`config.mk`:
```
export PLATFORM = sky130hd
export DESIGN_NAME = mem_port_arbiter
export DESIGN_NICKNAME = d
export VERILOG_FILES = /design/src/rtl/mem_port_arbiter_pkg.sv /design/src/rtl/mem_port_arbiter_arb_grant_sel.sv /design/src/rtl/mem_port_arbiter.sv
export SDC_FILE = /design/constraint.sdc
export NUM_CORES = 1
export LEC_CHECK = 0
export CAP_MARGIN = 5
export CORE_MARGIN = 2
export CORE_UTILIZATION = 35
export CTS_CLUSTER_SIZE = 24
export DETAILED_ROUTE_END_ITERATION = 8
export PLACE_DENSITY = 0.83
export SETUP_SLACK_MARGIN = 0.1
export SYNTH_ARGS = -nofsm -noshare
export SYNTH_HDL_FRONTEND = slang
export SYNTH_SLANG_ARGS = --single-unit
```
`constraint.sdc`:
```
create_clock -name clk -period 3.3 [get_ports clk]
set_input_delay 0.99 -clock clk [delete_from_list [all_inputs] [get_ports clk]]
set_output_delay 0.99 -clock clk [all_outputs]
set_load 0.1 [all_outputs]
```
`src/rtl/mem_port_arbiter_pkg.sv`:
```
// mem_port_arbiter_pkg: FSM state, owner and access-type codes shared by the memory port arbiter
package mem_port_arbiter_pkg;
  typedef enum logic [1:0] {ST_IDLE, ST_ISSUE, ST_WAIT, ST_RESP} state_t;
  typedef enum logic {OWN_IF, OWN_D} owner_t;
  localparam logic [2:0] DM_WORD = 3'b000;
endpackage

```
`src/rtl/mem_port_arbiter_arb_grant_sel.sv`:
```
// arb_grant_sel: data-first grant decision with a streak counter that bounds fetch starvation
module arb_grant_sel #(
  parameter int MAX_STREAK = 4
) (
  input  logic clk,
  input  logic reset,
  input  logic i_if_req,
  input  logic i_d_req,
  input  logic i_if_kill,
  input  logic i_state_is_idle,
  output logic o_grant_if,
  output logic o_grant_d
);
  localparam int SW = $clog2(MAX_STREAK + 1);
  logic [SW-1:0] r_streak;
  logic w_sat;
  assign w_sat = r_streak == SW'(MAX_STREAK);
  assign o_grant_if = i_state_is_idle & i_if_req & ~i_if_kill & (~i_d_req | w_sat);
  assign o_grant_d = i_state_is_idle & i_d_req & ~o_grant_if;
  always_ff @(posedge clk) begin
    if (reset) r_streak <= '0;
    else if (i_state_is_idle)
      r_streak <= (o_grant_if | ~i_if_req) ? '0 : (o_grant_d & ~w_sat) ? r_streak + 1'b1 : r_streak;
  end
endmodule

```
`src/rtl/mem_port_arbiter.sv`:
```
// mem_port_arbiter: shares one single-port synchronous memory between instruction fetch and load/store
module mem_port_arbiter
  import mem_port_arbiter_pkg::*;
#(
  parameter int MEM_LAT    = 1,
  parameter int MAX_STREAK = 4
) (
  input  logic        clk,
  input  logic        reset,
  input  logic        i_if_req,
  input  logic [31:0] i_if_addr,
  input  logic        i_if_kill,
  output logic [31:0] o_if_rdata,
  output logic        o_if_ready,
  input  logic        i_d_req,
  input  logic        i_d_we,
  input  logic [31:0] i_d_addr,
  input  logic [31:0] i_d_wdata,
  input  logic [2:0]  i_d_dmtype,
  output logic [31:0] o_d_rdata,
  output logic        o_d_ready,
  output logic        o_stall_if,
  output logic        o_stall_mem,
  output logic        o_mem_en,
  output logic        o_mem_we,
  output logic [31:0] o_mem_addr,
  output logic [31:0] o_mem_wdata,
  output logic [2:0]  o_mem_dmtype,
  input  logic [31:0] i_mem_rdata
);
  localparam int CW = (MEM_LAT > 1) ? $clog2(MEM_LAT) : 1;
  state_t r_state, w_next;
  owner_t r_owner;
  logic [CW-1:0] r_cnt;
  logic [31:0] r_addr, r_wdata;
  logic [2:0] r_dmtype;
  logic r_we, r_kill, w_grant_if, w_grant_d, w_resp;
  arb_grant_sel #(.MAX_STREAK(MAX_STREAK)) u_sel (
    .clk             (clk),
    .reset           (reset),
    .i_if_req        (i_if_req),
    .i_d_req         (i_d_req),
    .i_if_kill       (i_if_kill),
    .i_state_is_idle (r_state == ST_IDLE),
    .o_grant_if      (w_grant_if),
    .o_grant_d       (w_grant_d)
  );
  always_comb begin
    w_next = r_state;
    w_next = (r_state == ST_IDLE)  ? ((w_grant_if | w_grant_d) ? ST_ISSUE : ST_IDLE) :
             (r_state == ST_ISSUE) ? ST_WAIT :
             (r_state == ST_WAIT)  ? ((r_cnt == '0) ? ST_RESP : ST_WAIT) : ST_IDLE;
  end
  always_ff @(posedge clk) begin
    if (reset) begin
      r_state  <= ST_IDLE;
      r_owner  <= OWN_IF;
      r_cnt    <= '0;
      r_addr   <= '0;
      r_wdata  <= '0;
      r_dmtype <= '0;
      r_we     <= 1'b0;
      r_kill   <= 1'b0;
    end else begin
      r_state <= w_next;
      r_cnt   <= (r_state == ST_ISSUE) ? CW'(MEM_LAT - 1) : (r_state == ST_WAIT) ? r_cnt - 1'b1 : r_cnt;
      // a flush during a fetch access is remembered until its RESP cycle
      r_kill  <= (r_owner == OWN_IF) && (r_state == ST_ISSUE || r_state == ST_WAIT) && (r_kill | i_if_kill);
      if (w_grant_d) begin
        r_owner  <= OWN_D;
        r_addr   <= i_d_addr;
        r_we     <= i_d_we;
        r_wdata  <= i_d_wdata;
        r_dmtype <= i_d_dmtype;
      end else if (w_grant_if) begin
        r_owner  <= OWN_IF;
        r_addr   <= i_if_addr;
        r_we     <= 1'b0;
        r_wdata  <= '0;
        r_dmtype <= DM_WORD;
      end
    end
  end
  assign w_resp       = r_state == ST_RESP;
  assign o_if_ready   = w_resp & (r_owner == OWN_IF) & ~r_kill & ~i_if_kill;
  assign o_d_ready    = w_resp & (r_owner == OWN_D);
  assign o_if_rdata   = o_if_ready ? i_mem_rdata : '0;
  assign o_d_rdata    = (o_d_ready & ~r_we) ? i_mem_rdata : '0;
  assign o_stall_if   = i_if_req & ~o_if_ready;
  assign o_stall_mem  = i_d_req & ~o_d_ready;
  assign o_mem_en     = r_state == ST_ISSUE;
  assign o_mem_we     = o_mem_en & r_we;
  assign o_mem_addr   = r_addr;
  assign o_mem_wdata  = r_wdata;
  assign o_mem_dmtype = r_dmtype;
endmodule

```
* Yosys cells after proc, flatten, opt, wreduce, memory -nomap -nowiden *
Cells that the tools add are included.

word-level totals
  register bits = 76
  bits of input ports = 137
  output and inout port bits = 137
  word-level logic and storage cells = 69

operators by class
  add/subtract/negate cells = 2
  equal/unequal tests = 4
  muxes and demuxes = 18
  bitwise operators = 28
  reductions and logical operators = 8

operators by type and width
  cell                                                  number
  two-way mux 32 bit                                    6
  AND 1 bit                                             14
  two-way mux 3 bit                                     4
  inverter 1 bit                                        10
  two-way mux 2 bit                                     3
  two-way mux 1 bit                                     5
  equality test 2 bit (second input constant)           2
  bitwise OR 1 bit                                      4
  nonzero test 2 bit                                    2
  adder 3 x 1 -> 3 bit (second input constant)          1
  equality test 3 bit (second input constant)           1
  equality test 2 x 1 -> 1 bit (second input constant)  1
  logical AND 1 bit                                     2
  logical NOT 2 bit                                     1
  AND reduction 2 bit                                   1
  OR reduction 2 bit                                    1
  logical OR 1 bit                                      1
  subtractor 1 bit (second input constant)              1

* Depth between registers and ports, before layout *
  word-level depth = 9
  depth in mapped cells = 9
  depth with buffers taken out = 6

* Cells and area by module *
From an unflattened synthesis, not the netlist that was laid out.

second synthesis, totals
  cells, all modules = 427
  area, all modules = 3913.8 um^2

by module, submodules not included
  module            times used  cells each  area an instance (um^2)  seq. area each (um^2)
  mem_port_arbiter  1           402         3678.5                   1461.4
  arb_grant_sel     1           25          235.2                    60.1

* Least setup slack after synthesis *
Ideal clock, no wire load.

  path kind = input port to output port
  start point = input i_if_kill
  end point = output o_if_rdata[22]
  arrival time = 3251 ps
  data required time = 2310 ps
  setup slack = -941 ps
  stages on the path = 3
  buffers on the path = 1
  cells stage by stage = nor4b_2 > clkbuf_1 > and2_1

on the way
  word-level cells in the longest chain between the ends = 3

RTL lines
  item                line                    RTL
  start: declaration  mem_port_arbiter.sv:12  input logic i_if_kill,
  inverter 1 bit      mem_port_arbiter.sv:85  assign o_if_ready = w_resp & (r_owner == OWN_IF) & ~r_kill & ~i_if_kill;
  AND 1 bit           mem_port_arbiter.sv:85
  via o_if_ready      mem_port_arbiter.sv:14  output logic o_if_ready,
  two-way mux 32 bit  mem_port_arbiter.sv:87  assign o_if_rdata = o_if_ready ? i_mem_rdata : '0;
  end: declaration    mem_port_arbiter.sv:13  output logic [31:0] o_if_rdata,

The timed path passes the listed nets, and every way through them passes these cells.

* Worst setup path in the final report *
  start point = input i_if_kill
  end point = output o_if_rdata[24]

on the way
  word-level cells in the longest chain between the ends = 3

RTL lines
  item                line
  inverter 1 bit      mem_port_arbiter.sv:85
  AND 1 bit           mem_port_arbiter.sv:85
  two-way mux 32 bit  mem_port_arbiter.sv:87

Every way passes these cells.

==> results.md <==
- Outcome: complete, no violations
- First-pass GRT wire length: between 20 and 25 mm
- Net count, final: 839
- CTS hold repair buffers: 0
- Syn Nets: roughly 570
- #FFs+latches synth: 76
- Final setup margin: about 0.23 ns
- Crit path required time: between 2 and 2.5 ns
- Worst Hold Class: reg2reg
- Sequential share of power: approximately 35%
- Yosys top cell by area: dfxtp_1
- Lkg Pwr: between 3 and 4 nW
- Grt total ovfl: 0
- Startpoint types: primary input
- Power consumption: 0.00292 W
- CTS Buf Count: 9
- Clock share of power: about a quarter
- Setup crit end kind: primary output
- Setup_tns: 0 ns
- Netlist Area Pre-Place: about 3600 µm²
- Vias per cell: approximately 5.1
- Initial DRC count: 260
- Area occupied by multi-input gates: 1970 µm²
- Width of the die: approximately 110 µm
- Critical path, cell by cell: buf_2 -> nor4b_4 -> buf_4 -> bufbuf_16 -> and2_4 -> buf_12
- Final hold violation count: 0
- Sw frac: 41.1%
- Port-buffer cells: ~270
- Slew margin rel.: around 68%
- Worst-case clock buffer depth: 2
- Leading cell type in the layout, fill and taps excluded: clkdlybuf4s50_1
- R2R setup slack: 1.25 ns
- Kind of cell adding the most delay to the critical path: buffers and inverters
- Remaining DRCs: 0
- Post-route minimum period: approximately 3 ns
- Worst setup path class: in2out
- Initial Util: between 30% and 40%
- Synth Instances: roughly 430
- H-tree level count: 3
- Detailed-placement wirelength estimate: 11.4 mm
- Dpl ws: -0.0436 ns
- Initial antenna violation count: 0
- ANT nets after route: 0
- Crit path buf inv count: 4
- TritonCTS clock tree: yes
- Row count: 37
- Crit path DAT: 2.08 ns
- Gate power share: about two fifths
- Fillers: ~740
- Yosys top cell area share: roughly 42%
- Fin Clk Skew: 0.0221 ns
- RSZ-0062 raised after global routing: no
- Worst vdd ir: ~0.38 mV
- Actual slew at the worst max-slew pin: 0.487 ns
- Vias in the first global route: between 4000 and 5000
- Mean Syn Cell Area: roughly 8.4 µm²
- Share of layout cells above drive strength 1: about a third
- Worst-path fanout max: 9
- Worst-path clk slew: 0.09 ns
- Warnings, synthesis: 0
- Finish-stage setup viols: 0
- NetSw: roughly 0.0012 W
- Pin count of the biggest net entering global routing: 40
- I/O Pins: 274
- Routability cong.: approximately 0.9
- Top post-synthesis cells by area: dfxtp_1, and2_1, a22oi_1
- P_int: between 0.0015 and 0.002 W
- GRT Util Overall: around a quarter
- Final Cycle Share: between 90% and 100%
- Full die area: around 11000 µm²
- Wirelength, routed: ~15 mm
- CORE AREA: around 10000 µm²
- Register area: between 1500 and 2000 µm²
- Most frequent cells in the layout: clkdlybuf4s50_1, buf_4, dfxtp_1
- Synth-to-Final Area Change: 103%
- CTS Sinks: 76
- Die H: approximately 110 µm
- CP peak stage delay: roughly 0.25 ns
- Clock root buffer: clkbuf_8
- Cell variety after synth: 33
- Pins Over Slew Limit: 0
- Clk Latency, worst-skew pair: roughly 0.34 ns
- Post-synthesis sequential area ratio: approximately 42%
- Antenna diodes: 0
- Pre-antenna DRT Iters: 7
- Max-cap violations: 0
- Maximum clock frequency: 326 MHz
- Drt wl/cell: 17.8 µm
- Worst path slowest cell: bufbuf_16
- Power per cell area: 398 nW/µm²
- Vias: roughly 4300
metrics by stage:
step | instance area [µm²] | util, % | hold slack (ns) | instances
after CTS | 7330 | 71.9 | 0.511 | 837
after floorplan | 3660 | - | 0.465 | 428
after global placement | 7000 | 68.7 | 0.487 | 815
final | 7330 | 72.0 | 0.504 | 837
after detailed placement | 7000 | 68.7 | 0.496 | 815
after global routing | 7330 | 72.0 | 0.538 | 837
cell usage after synthesis:
cell type and count:
buf_4 4, o21ai_2 1, nor3_1 2, dfxtp_1 76
a31o_2 1, clkbuf_1 18, a22oi_1 37, o21a_1 1
nand2b_1 3, nand3_1 2, o21ai_0 1, a21bo_2 1
a211oi_2 20, buf_2 12, a31oi_1 1, or4b_2 1
nor2_1 73, nor2b_1 1, buf_6 3, nand4b_1 1
nor2b_2 1, a311oi_1 1, and2b_1 1, and2_1 66
nand3b_1 1, xnor2_1 1, inv_1 7, ha_1 6
a211oi_1 13, nand2_1 34, nor4b_2 1, or4_1 1
a21oi_1 36
worst paths after layout:
check / startpoint / to / cells past startpoint
setup / recovery: i_if_kill / o_if_rdata[24] / 6
hold / removal: o_mem_addr[29] / o_mem_addr[29] / 2
setup reg to reg: r_state[0] / o_mem_addr[9] / 7
hold reg to reg: o_mem_addr[29] / o_mem_addr[29] / 2
area by class of cell:
type	instances	area share [%]
timing repair buffer	294	46.9
multi-input combinational	308	26.8
sequential	76	20.8
tap	136	2.32
clock buffer	10	1.88
clock inverter	6	0.956
inverter	7	0.359
power groups by stage:
stage                     logic, W  registers [W]  clock network (W)
final                      0.00115        0.00103           0.000735
after global routing       0.00120        0.00104           0.000790
after CTS                  0.00115        0.00103           0.000756
after detailed placement   0.00115        0.00105                  0
after global placement     0.00113        0.00105                  0
after floorplan           0.000286        0.00155                  0
cells by family (layout without fill, tap and decap cells):
| family | after synthesis | count (layout) | synth area share (%) |
|---|---|---|---|
| AOI/OAI and AO/OA | 113 | 113 | 23.9 |
| xor gates and xnor gates | 1 | 1 | 0.243 |
| adders and majority gates | 6 | 6 | 2.08 |
| buffers and inverters | 44 | 317 | 6.03 |
| DFF | 76 | 76 | 42.2 |
| and+or+nand+nor | 188 | 188 | 25.6 |
layer usage:
metal | global-route usage [%] | share of wire [%] | vias to the layer above
met5 | 0 | 0 | -
met4 | 11.2 | 4.3 | 0
met3 | 7.48 | 7.2 | 49
met2 | 46.0 | 51 | 208
met1 | 28.4 | 37 | 2021
li1 | - | - | 1990
timing repair:
action                                  4_1_cts  5_1_grt
pin swaps                                     1        3
endpoints found under the setup margin       33       15
gates resized for setup                      21        7
cloned                                        3        0
setup buffers                                 3        0
sequential cells by signal (all words and copies together), names as in the netlist:
name / cells
o_mem_addr: 32
r_state: 2
o_mem_wdata: 32
o_mem_dmtype: 3
u_sel.r_streak: 3
r_cnt: 1
r_we: 1
r_kill: 1
r_owner: 1
worst min-delay path: stages (launching register included):
cell	delay, ns
dfxtp_1	0.32
nor2_1	0.09
a211oi_1	0.05
Note: power is estimated with default switching activity, not from simulation.
